File: src/rtl/reg_write_arbiter.sv
// Round-robin write arbiter: picks one of N requesters, drives the shared
// register bank's d/en for one cycle, then acknowledges the winner.
module reg_write_arbiter #(
  parameter int N = 4,
  parameter int W = 8
) (
  input  logic                 clk,
  input  logic                 rst,
  input  logic [N-1:0]         req,
  input  logic [N*W-1:0]       wdata,
  output logic [W-1:0]         reg_d,
  output logic                 reg_en,
  output logic [N-1:0]         grant,
  output logic [N-1:0]         ack,
  output logic                 busy,
  output logic [$clog2(N)-1:0] last_id
);

  localparam int IW = $clog2(N);

  typedef enum logic [1:0] {
    IDLE  = 2'd0,
    WRITE = 2'd1,
    ACK   = 2'd2
  } state_e;

  state_e          state_q, state_d;
  logic [IW-1:0]   ptr_q, ptr_d;
  logic [IW-1:0]   win_q, win_d;
  logic [N-1:0]    grant_q, grant_d;
  logic [W-1:0]    reg_d_q, reg_d_d;
  logic            reg_en_q, reg_en_d;
  logic [N-1:0]    ack_q, ack_d;
  logic            busy_q, busy_d;
  logic [IW-1:0]   last_id_q, last_id_d;

  logic            found;
  logic [IW-1:0]   win_idx;

  // (base + off) mod N; N need not be a power of two, so wrap explicitly.
  function automatic logic [IW-1:0] rr_index(input logic [IW-1:0] base, input int off);
    int sum;
    sum = int'(base) + off;
    if (sum >= N) sum = sum - N;
    return IW'(sum);
  endfunction

  function automatic logic [N-1:0] onehot(input logic [IW-1:0] idx);
    logic [N-1:0] v;
    v      = '0;
    v[idx] = 1'b1;
    return v;
  endfunction

  // First pending requester at or above ptr, wrapping past N-1.
  always_comb begin
    // NOTE: every always_comb output gets a default first so no path can infer a latch.
    found   = 1'b0;
    win_idx = '0;
    for (int off = 0; off < N; off++) begin
      if (!found && req[rr_index(ptr_q, off)]) begin
        found   = 1'b1;
        win_idx = rr_index(ptr_q, off);
      end
    end
  end

  always_comb begin
    state_d   = state_q;
    ptr_d     = ptr_q;
    win_d     = win_q;
    grant_d   = grant_q;
    reg_d_d   = reg_d_q;
    reg_en_d  = 1'b0;
    ack_d     = '0;
    busy_d    = busy_q;
    last_id_d = last_id_q;

    unique case (state_q)
      IDLE: begin
        if (found) begin
          win_d   = win_idx;
          grant_d = onehot(win_idx);
          reg_d_d = wdata[int'(win_idx)*W +: W];
          busy_d  = 1'b1;
          state_d = WRITE;
        end
      end
      WRITE: begin
        reg_en_d = 1'b1;
        state_d  = ACK;
      end
      ACK: begin
        // First ACK cycle raises the pulse; the second one retires the transaction.
        if (ack_q == '0) begin
          ack_d = grant_q;
        end else begin
          ptr_d     = rr_index(win_q, 1);
          last_id_d = win_q;
          grant_d   = '0;
          busy_d    = 1'b0;
          state_d   = IDLE;
        end
      end
      default: state_d = IDLE;
    endcase
  end

  always_ff @(posedge clk or negedge rst) begin
    if (!rst) begin
      state_q   <= IDLE;
      ptr_q     <= '0;
      win_q     <= '0;
      grant_q   <= '0;
      reg_d_q   <= '0;
      reg_en_q  <= 1'b0;
      ack_q     <= '0;
      busy_q    <= 1'b0;
      last_id_q <= '0;
    end else begin
      // NOTE: non-blocking assignments so every register samples pre-edge values.
      state_q   <= state_d;
      ptr_q     <= ptr_d;
      win_q     <= win_d;
      grant_q   <= grant_d;
      reg_d_q   <= reg_d_d;
      reg_en_q  <= reg_en_d;
      ack_q     <= ack_d;
      busy_q    <= busy_d;
      last_id_q <= last_id_d;
    end
  end

  assign reg_d   = reg_d_q;
  assign reg_en  = reg_en_q;
  assign grant   = grant_q;
  assign ack     = ack_q;
  assign busy    = busy_q;
  assign last_id = last_id_q;

endmodule

File: config.mk
export PLATFORM = sky130hd
export DESIGN_NAME = reg_write_arbiter
export DESIGN_NICKNAME = d
export VERILOG_FILES = /design/src/rtl/reg_write_arbiter.sv
export SDC_FILE = /design/constraint.sdc
export NUM_CORES = 1
export LEC_CHECK = 0
export BUFFER_PORTS_ARGS = -buffer_cell sky130_fd_sc_hd__buf_2
export CAP_MARGIN = 20
export CORE_UTILIZATION = 46
export CTS_BUF_LIST = sky130_fd_sc_hd__clkbuf_16
export DETAILED_ROUTE_END_ITERATION = 10
export PLACE_DENSITY_LB_ADDON = 0.2
export SLEW_MARGIN = 15
export SYNTH_ARGS = -nofsm -noshare
export SYNTH_HDL_FRONTEND = slang
export SYNTH_SLANG_ARGS = --single-unit
File: constraint.sdc
create_clock -name clk -period 2.05 [get_ports clk]
set_input_delay 0 -clock clk [delete_from_list [all_inputs] [get_ports clk]]
set_output_delay 0 -clock clk [all_outputs]
set_load 0.005 [all_outputs]
==> results.json, run 1 <==
{
  "status": "completed",
  "synth_most_common_cell": "dfrtp_1",
  "cts_inserted_buffers": 3,
  "drtIter0Drc": 12,
  "layout-drive-gt1-share_pct": 45.5,
  "max_slew_margin_pct": 55.3,
  "reg2reg_from": "ptr_q[0]",
  "min_from": "wdata[28]",
  "cts_buffer_depth": 2,
  "fin_nets": 204,
  "core_sq_um": 2540,
  "cap_viol_max_count": 0,
  "dieArea_sq_um": 2980,
  "grt_pass1_wl_microns": 4000,
  "powerDensity_nw_per_um2": 1390,
  "postPlaceCellArea_sq_um": 1560,
  "r2r_slack_ns": 0.32,
  "syn_area_per_cell_sq_um": 12.1,
  "dp_worst_setup_slack_ns": 0.291,
  "topRoutingLayerUsed": "met4",
  "path_clk_slew_ns": 0.06,
  "ys_types": 33,
  "diodes": 0,
  "dp_hpwl_microns": 1920,
  "crit_path_end_kind": "register",
  "crit_path_max_fanout": 11,
  "vias": 1066,
  "area_growth_pct": 30.4,
  "p_leak_nw": 0.881,
  "drt_pass1_iterations": 4,
  "drc": 0,
  "ff2ff_path_depth": 6,
  "min_to": "reg_d[4]",
  "rsz0062_at_grt": "false",
  "fillers": 205,
  "dp_cells": 189,
  "cts_setup_buffers": 0,
  "period_share_pct": 84.5,
  "cts_sinks": 26,
  "required_ns": 2.18,
  "fin_tns_setup_ns": 0,
  "start_util_pct": 50.0,
  "cts_tree": "yes",
  "seq_area_frac_synth_pct": 51.2,
  "dr_wl_met3_microns": 154,
  "slew_violations": 0,
  "synthTopCellsByArea": "dfrtp_1 51%, mux2i_1 13%, o221ai_1 5.5%",
  "fin_worst_skew_ns": 0.00169,
  "slowest_stage": "dfrtp_1",
  "multiInputGateArea_sq_um": 572,
  "chipHeight_microns": 54.6,
  "syn_area_sq_um": 1270,
  "synth_seq_cells": 26,
  "synth_nets": 143,
  "wl_met1_microns": 1080,
  "via_per_inst": 5.47,
  "async_flop_share_pct": 100,
  "slowest_delay_ns": 0.39,
  "crit_type": "reg2reg",
  "setup_viol": 0,
  "ys.flop_type": "dfrtp_1",
  "htreeDepth": 1,
  "die_w_microns": 54.6,
  "synth_edf_count": 0,
  "ant_nets": 0,
  "path_cells": "nand2b_1 > a21o_1 > o211ai_2 > buf_6 > mux2i_1 > o221ai_1",
  "max_clock_freq_mhz": 577,
  "arrival_ns": 1.86,
  "antenna_found_initial": 0,
  "fin_area_sq_um": 1660,
  "final-hold-violation-count": 0,
  "holdPathStages": 3,
  "yosysTopAreaCell": "dfrtp_1",
  "regArea_sq_um": 651,
  "track_usage_pct": 19.4,
  "drt-total-wl_microns": 2510,
  "ios": 58,
  "gp_congestion": 0.715,
  "grt_pass1_vias": 943,
  "period_needed_ns": 1.73,
  "routedWlPerCell_microns": 12.9,
  "cts-root-buf": "clkbuf_16",
  "layoutNonFillerInstCount": 195,
  "layout_setup_ws_ns": 0.318,
  "row_count": 18,
  "yosys_warnings": 0,
  "gr-total-overflow": 0,
  "peakVddDrop_uv": 865,
  "critPathLaunchType": "register",
  "netlist_top_cells_count": "26 x dfrtp_1, 16 x mux2i_1, 10 x nand2_1",
  "port-buffer-count": 57,
  "synth_top_cell_area_share_pct": 51.2,
  "worstMarginPinSlew_ns": 0.669,
  "grt_max_degree": 27,
  "r2r_end": "reg_d[2]",
  "route.met2.wl_microns": 1240,
  "worstHoldPathType": "in2reg",
  "insertion_delay_ns": 0.26,
  "syn_inst": 105
}
==> worst max-delay path, delay by kind of cell (launching register included) <==
family,cells,cell delay [ns]
flip-flops,1,0.39
AND/OR/NAND/NOR,1,0.16
multiplexers,1,0.22
AO/OA/AOI/OAI,3,0.58
buffers and inverters,1,0.25
==> metal layers <==
| layer | up-vias | track usage, % |
|---|---|---|
| li1 | 510 | - |
| met1 | 513 | 24.5 |
| met2 | 40 | 31.7 |
| met3 | 3 | 4.72 |
| met4 | 0 | 7.69 |
| met5 | - | 0 |
==> final cells by class <==
| cell class | count | share of cell area, % |
|---|---|---|
| clock buffers | 3 | 4.53 |
| clock inverters | 1 | 0.226 |
| inverters | 3 | 0.755 |
| multi-input cells | 73 | 34.5 |
| flip-flops and latches | 26 | 39.2 |
| well taps | 30 | 2.26 |
| repair buffers | 59 | 18.5 |
==> how the worst max path moves through the flow <==
stage	startpoint	to	slack, ns	depth (start not counted)
5_1_grt	ptr_q[0]	reg_d[0]	0.24	6
4_1_cts	ptr_q[0]	reg_d[2]	0.30	5
2_1_floorplan	ptr_q[0]	reg_d[1]	0.56	7
3_3_place_gp	ptr_q[0]	reg_d[1]	0.37	5
6_report	ptr_q[0]	reg_d[2]	0.32	6
3_5_place_dp	ptr_q[0]	reg_d[2]	0.29	5
==> sequential cells by signal (all words and copies together) (netlist names) <==
register  count
reg_d         8
ptr_q         2
ack           4
reg_en        1
last_id       2
win_q         2
grant         4
busy          1
state_q       2
==> cell usage in the layout (no fill, tap or decap), types with 2 or more instances in the layout <==
| cell | n |
|---|---|
| nand2_1 | 10 |
| and2_1 | 4 |
| nand2_2 | 2 |
| nor2b_1 | 3 |
| nor2_1 | 2 |
| a21o_1 | 2 |
| nand2b_1 | 2 |
| a32o_1 | 2 |
| clkbuf_16 | 3 |
| a22o_1 | 2 |
| o221ai_1 | 8 |
| nor4_1 | 2 |
| buf_2 | 57 |
| mux2_2 | 2 |
| a21oi_1 | 3 |
| inv_1 | 2 |
| dfrtp_1 | 26 |
| mux2i_1 | 16 |
==> logic make-up (layout without fill, tap and decap cells) <==
| kind of cell | after synthesis | in the layout | share of synthesized area, % |
|---|---|---|---|
| multiplexers | 18 | 18 | 14.4 |
| AO/OA/AOI/OAI | 23 | 23 | 15.6 |
| flip-flops | 26 | 26 | 51.2 |
| XOR/XNOR | 1 | 1 | 0.689 |
| buffers and inverters | 6 | 66 | 3.84 |
| AND/OR/NAND/NOR | 31 | 31 | 14.3 |
==> power breakdown <==
group          total [W]  switching, W  internal (W)  leakage, nW
sequential      0.000875      0.000143      0.000733        0.326
clock           0.000434      0.000173      0.000261       0.0385
combinational    0.00100      0.000501      0.000501        0.516
total            0.00231      0.000817       0.00150        0.881
==> metrics by stage <==
step                      util (%)  power, W  hold slack [ns]
final                         65.1   0.00231           0.0551
after global routing          65.1   0.00250           0.0734
after CTS                     64.7   0.00233           0.0575
after detailed placement      61.2   0.00189           0.0283
after global placement        61.2   0.00186           0.0314
after floorplan                  -   0.00161           -0.296
==> timing repair <==
| item | 4_1_cts | 5_1_grt |
|---|---|---|
| hold endpoints to repair | 26 | 0 |
| hold buffers | 1 | 0 |
| gates resized for setup | 0 | 0 |
(Power assumes the default switching activity.)
==> run 2: changes to the inputs <==
- clock period: 2.05 -> 1.8 ns (I/O delays scaled with it)
==> run 2 against run 1 <==
Net effect: first-iteration DRC count is 33% higher; critical path depth fell by 2; global-route usage increased by 1.3 points; critical path type unchanged; clock skew is 0.0050 ns higher; flip-flop and latch count unchanged; non-clock buffer count is the same; total power increased by 22%; wire length increased by 5.8%; die area unchanged; maximum frequency rose by 6.8%; setup slack got worse by 0.14 ns.
==> results.json, run 2 (synthesized netlist as in run 1, its figures left out) <==
{
  "htreeDepth": 1,
  "power.switching_w": 0.000961,
  "powerDensity_nw_per_um2": 1670,
  "layout-drive-gt1-share_pct": 46.1,
  "cap_viol_max_count": 0,
  "drt_pass1_iterations": 4,
  "crit_path_end_kind": "register",
  "antenna_found_initial": 0,
  "cts_sinks": 26,
  "ff2ff_path_depth": 4,
  "drc": 0,
  "area_growth_pct": 33.2,
  "cts_buffer_depth": 2,
  "cts-root-buf": "clkbuf_16",
  "dp_hpwl_microns": 2000,
  "cts_setup_buffers": 0,
  "largest_reg_flops": 8,
  "combPwrFrac_pct": 41.7,
  "power_frac_seq_pct": 35.6,
  "setup_viol": 0,
  "track_usage_pct": 20.7,
  "via_per_inst": 5.32,
  "dieArea_sq_um": 2980,
  "route.met2.wl_microns": 1310,
  "r2r_end": "grant[1]",
  "diodes": 0,
  "crit_start": "ack[1]",
  "core_sq_um": 2540,
  "period_share_pct": 90.1,
  "start_util_pct": 50.0,
  "max_slew_margin_pct": 63.4,
  "fin_util_pct": 66.5,
  "fin_tns_setup_ns": 0,
  "p_clk_share_pct": 22.7,
  "slew_violations": 0,
  "grt_pass1_wl_microns": 4280,
  "peakVddDrop_uv": 1030,
  "worstMarginPinSlew_ns": 0.549,
  "vias": 1037,
  "dr_wl_met3_microns": 128,
  "topRoutingLayerUsed": "met4",
  "layout_commonest_cell": "buf_2",
  "max_clock_freq_mhz": 616,
  "ios": 58,
  "crit_type": "reg2reg",
  "fin_worst_skew_ns": 0.00667,
  "required_ns": 2.00,
  "gr-total-overflow": 0,
  "r2r_slack_ns": 0.18,
  "reg2reg_from": "ack[1]",
  "insertion_delay_ns": 0.26,
  "port-buffer-count": 57,
  "critPathLaunchType": "register",
  "most-common-layout-cells": "57 x buf_2, 26 x dfrtp_1, 16 x mux2i_1, 10 x nand2_1, 8 x o221ai_1",
  "path_clk_slew_ns": 0.07,
  "period_needed_ns": 1.62,
  "wl_met1_microns": 1190,
  "fillers": 217,
  "status": "completed",
  "cts_tree": "yes",
  "netSwitchingFraction_pct": 34.0,
  "crit_path_max_fanout": 6,
  "drt-total-wl_microns": 2660,
  "ctsResizeCount": 0,
  "dp_worst_setup_slack_ns": 0.179,
  "gp_congestion": 0.734,
  "die_w_microns": 54.6,
  "p_leak_nw": 0.897,
  "arrival_ns": 1.82,
  "worstHoldPathType": "in2reg",
  "fin_nets": 204,
  "grt_pass1_vias": 928,
  "drtIter0Drc": 16,
  "routedWlPerCell_microns": 13.6,
  "cts_inserted_buffers": 3,
  "p_int_w": 0.00187,
  "final-hold-violation-count": 0,
  "ant_nets": 0,
  "grt_max_degree": 27,
  "crit_path_end": "grant[1]",
  "layout_setup_ws_ns": 0.178,
  "total_power_w": 0.00283,
  "row_count": 18,
  "chipHeight_microns": 54.6,
  "rsz0062_at_grt": "false"
}
## run 2: final cells by class
class	count	area, sq um	area share (%)
Clock buffer	3	75.1	4.43
Multi-Input combinational cell	73	572	33.8
Tap cell	30	37.5	2.22
Clock inverter	1	30.0	1.77
Timing Repair Buffer	59	315	18.6
Inverter	3	12.5	0.739
Sequential cell	26	651	38.4
## run 2: power groups by stage
stage / sequential [W] / combinational [W] / clock (W)
3_3_place_gp: 0.00101 / 0.00115 / 0
4_1_cts: 0.00101 / 0.00119 / 0.000651
6_report: 0.00101 / 0.00118 / 0.000641
2_1_floorplan: 0.00101 / 0.000821 / 0
5_1_grt: 0.00105 / 0.00132 / 0.000682
3_5_place_dp: 0.00101 / 0.00118 / 0
## run 2: worst min path at each step
stage	depth (start not counted)	end	startpoint	slack, ns
final	3	reg_d[3]	wdata[27]	0.06
after global routing	3	reg_d[2]	wdata[26]	0.07
after CTS	3	reg_d[3]	wdata[27]	0.06
after detailed placement	1	ack[1]	rst	0.02
after global placement	1	reg_en	rst	0.02
after floorplan	0	ack[0]	rst	-0.30
## run 2: repair_timing
item                                    in CTS  in global routing
endpoints found under the setup margin       0                  0
hold endpoints to repair                    26                  0
hold buffers                                 1                  0
## run 2: critical path: stages, from the launching register on
cell and delay [ns]:
dfrtp_1 0.38, nor4_1 0.44, nor3b_2 0.38, a211o_1 0.22
a22o_1 0.16
## run 2: stage by stage
step	hold slack (ns)	instance area (sq um)	instances
floorplan	-0.296	1270	105
global placement	0.0185	1580	190
detailed placement	0.0227	1580	190
CTS	0.0621	1690	195
global route	0.0718	1690	195
finish	0.0577	1690	195
## run 2: layer usage
metal  GRT usage [%]  up-vias
met1            27.7      481
met3            4.44        3
met2            32.9       39
li1                -      514
met5               0        -
met4            7.26        0
==> run 3: changes to the inputs <==
- BUFFER_PORTS_ARGS: -buffer_cell sky130_fd_sc_hd__buf_2 -> not set
- CORE_UTILIZATION: 46 -> 53
- DONT_BUFFER_PORTS: not set -> 1
==> run 3 against run 2 <==
Net effect: critical path type unchanged; combinational power fell by 14%; non-clock buffer count fell by 27; wire length rose by 12%; total power fell by 4.4%; global-route usage rose by 4.0 points; worst hold slack got worse by 0.054 ns; largest cell class unchanged; sequential power rose by 5%.
==> results.json, run 3 (synthesized netlist as in run 1, its figures left out) <==
{
  "drtIter0Drc": 18,
  "ios": 58,
  "drc": 0,
  "crit_family": "compound AO/OA/AOI/OAI gates",
  "powerDensity_nw_per_um2": 1580,
  "max_clock_freq_mhz": 601,
  "fillers": 137,
  "grt_pass1_vias": 1033,
  "antenna_found_initial": 0,
  "diodes": 0,
  "worst-path-stages": 6,
  "row_count": 17,
  "crit_path_max_fanout": 19,
  "drt_pass1_iterations": 4,
  "path_clk_slew_ns": 0.06,
  "ff2ff_path_depth": 6,
  "fin_util_pct": 76.8,
  "crit_type": "reg2reg",
  "layout_commonest_cell": "dlygate4sd3_1",
  "most-common-layout-cells": "30 x dlygate4sd3_1, 26 x dfrtp_1, 16 x mux2i_1, 10 x nand2_1, 8 x o221ai_1",
  "status": "completed",
  "gr-total-overflow": 0,
  "fin_nets": 177,
  "cts_buffer_depth": 2,
  "grt_max_degree": 27,
  "holdPathStages": 2,
  "arrival_ns": 1.77,
  "max_slew_margin_pct": 68.9,
  "final-hold-violation-count": 0,
  "cts_sinks": 26,
  "regArea_sq_um": 651,
  "cts_inserted_buffers": 3,
  "period_share_pct": 92.4,
  "chipHeight_microns": 51.0,
  "slowest_delay_ns": 0.39,
  "port-buffer-count": 0,
  "period_needed_ns": 1.66,
  "die_w_microns": 51.0,
  "routedWlPerCell_microns": 17.8,
  "vias": 1009,
  "cap_viol_max_count": 0,
  "track_usage_pct": 24.7,
  "required_ns": 1.91,
  "crit_path_end_kind": "register",
  "dieArea_sq_um": 2600,
  "p_leak_nw": 0.789,
  "grt_pass1_wl_microns": 4720,
  "peakVddDrop_uv": 1010,
  "layout-drive-gt1-share_pct": 14.5,
  "cts-root-buf": "clkbuf_16",
  "total_power_w": 0.00270,
  "largest_reg_flops": 8,
  "drt-total-wl_microns": 2960,
  "fin_tns_setup_ns": 0,
  "rsz0062_at_grt": "false",
  "htreeDepth": 1,
  "multiInputGateArea_sq_um": 572,
  "via_per_inst": 6.08,
  "ctsResizeCount": 0,
  "start_util_pct": 56.9,
  "insertion_delay_ns": 0.25,
  "worstMarginPinSlew_ns": 0.464,
  "critPathLaunchType": "register",
  "gp_congestion": 0.771,
  "ant_nets": 0,
  "fin_worst_skew_ns": 0.00206,
  "slowest_stage": "dfrtp_1",
  "cts_tree": "yes",
  "path_cells": "nand2b_1 > a21o_1 > o211ai_2 > buf_12 > mux2i_1 > o221ai_1",
  "core_sq_um": 2230,
  "setup_viol": 0,
  "crit_buf_inv": 1,
  "area_growth_pct": 34.9,
  "worstHoldPathType": "in2reg",
  "slew_violations": 0
}
## run 3: cell types whose count changed in the layout (fill, tap and decap cells not counted), sizes merged
cell / delta
dlygate4sd3: +29
buf: -56
## run 3: final timing paths
check                                start  endpoint  slack [ns]
worst max-delay path              ptr_q[0]  reg_d[3]        0.14
worst max register to register    ptr_q[0]  reg_d[3]        0.14
worst min-delay path              wdata[1]  reg_d[1]       0.004
worst min register to register  state_q[1]    reg_en        0.47
max in group asynchronous              rst  ptr_q[0]        1.48
min in group asynchronous              rst  reg_d[2]        0.18
## run 3: timing repair
item                                   in CTS  in global routing
buffers inserted                            0                  0
setup endpoints to repair                   0                  0
hold buffers                               31                  0
endpoints found under the hold margin      34                  0
## run 3: area by class of cell
| cell class | instances | area share (%) |
|---|---|---|
| Timing Repair Buffer | 32 | 19.8 |
| Clock inverter | 1 | 1.75 |
| Sequential cell | 26 | 37.9 |
| Inverter | 3 | 0.729 |
| Clock buffer | 3 | 4.38 |
| Tap cell | 28 | 2.04 |
| Multi-Input combinational cell | 73 | 33.3 |
## run 3: routing by layer
layer | routed length [microns] | GRT usage (%) | vias up
li1 | - | - | 453
met1 | 1130 | 28.0 | 501
met2 | 1580 | 44.3 | 49
met3 | 212 | 6.55 | 6
met4 | 37 | 8.33 | 0
met5 | 0 | 0 | -
## run 3: per-stage QoR
stage / worst slack, ns / instance area [sq um] / std cells / hold WS (ns)
3_5_place_dp: 0.199 / 1290 / 131 / -0.295
6_report: 0.137 / 1720 / 166 / 0.00358
4_1_cts: 0.183 / 1720 / 166 / 0.000259
5_1_grt: 0.0395 / 1720 / 166 / 0.0260
2_1_floorplan: 0.308 / 1270 / 105 / -0.296
3_3_place_gp: 0.331 / 1290 / 131 / -0.295
## run 3: report_power, final
group / leakage, nW / internal (W) / switching, W / total [W]
sequential: 0.326 / 0.000836 / 0.000223 / 0.00106
clock: 0.0511 / 0.000442 / 0.000189 / 0.000630
combinational: 0.411 / 0.000496 / 0.000517 / 0.00101
total: 0.789 / 0.00177 / 0.000929 / 0.00270
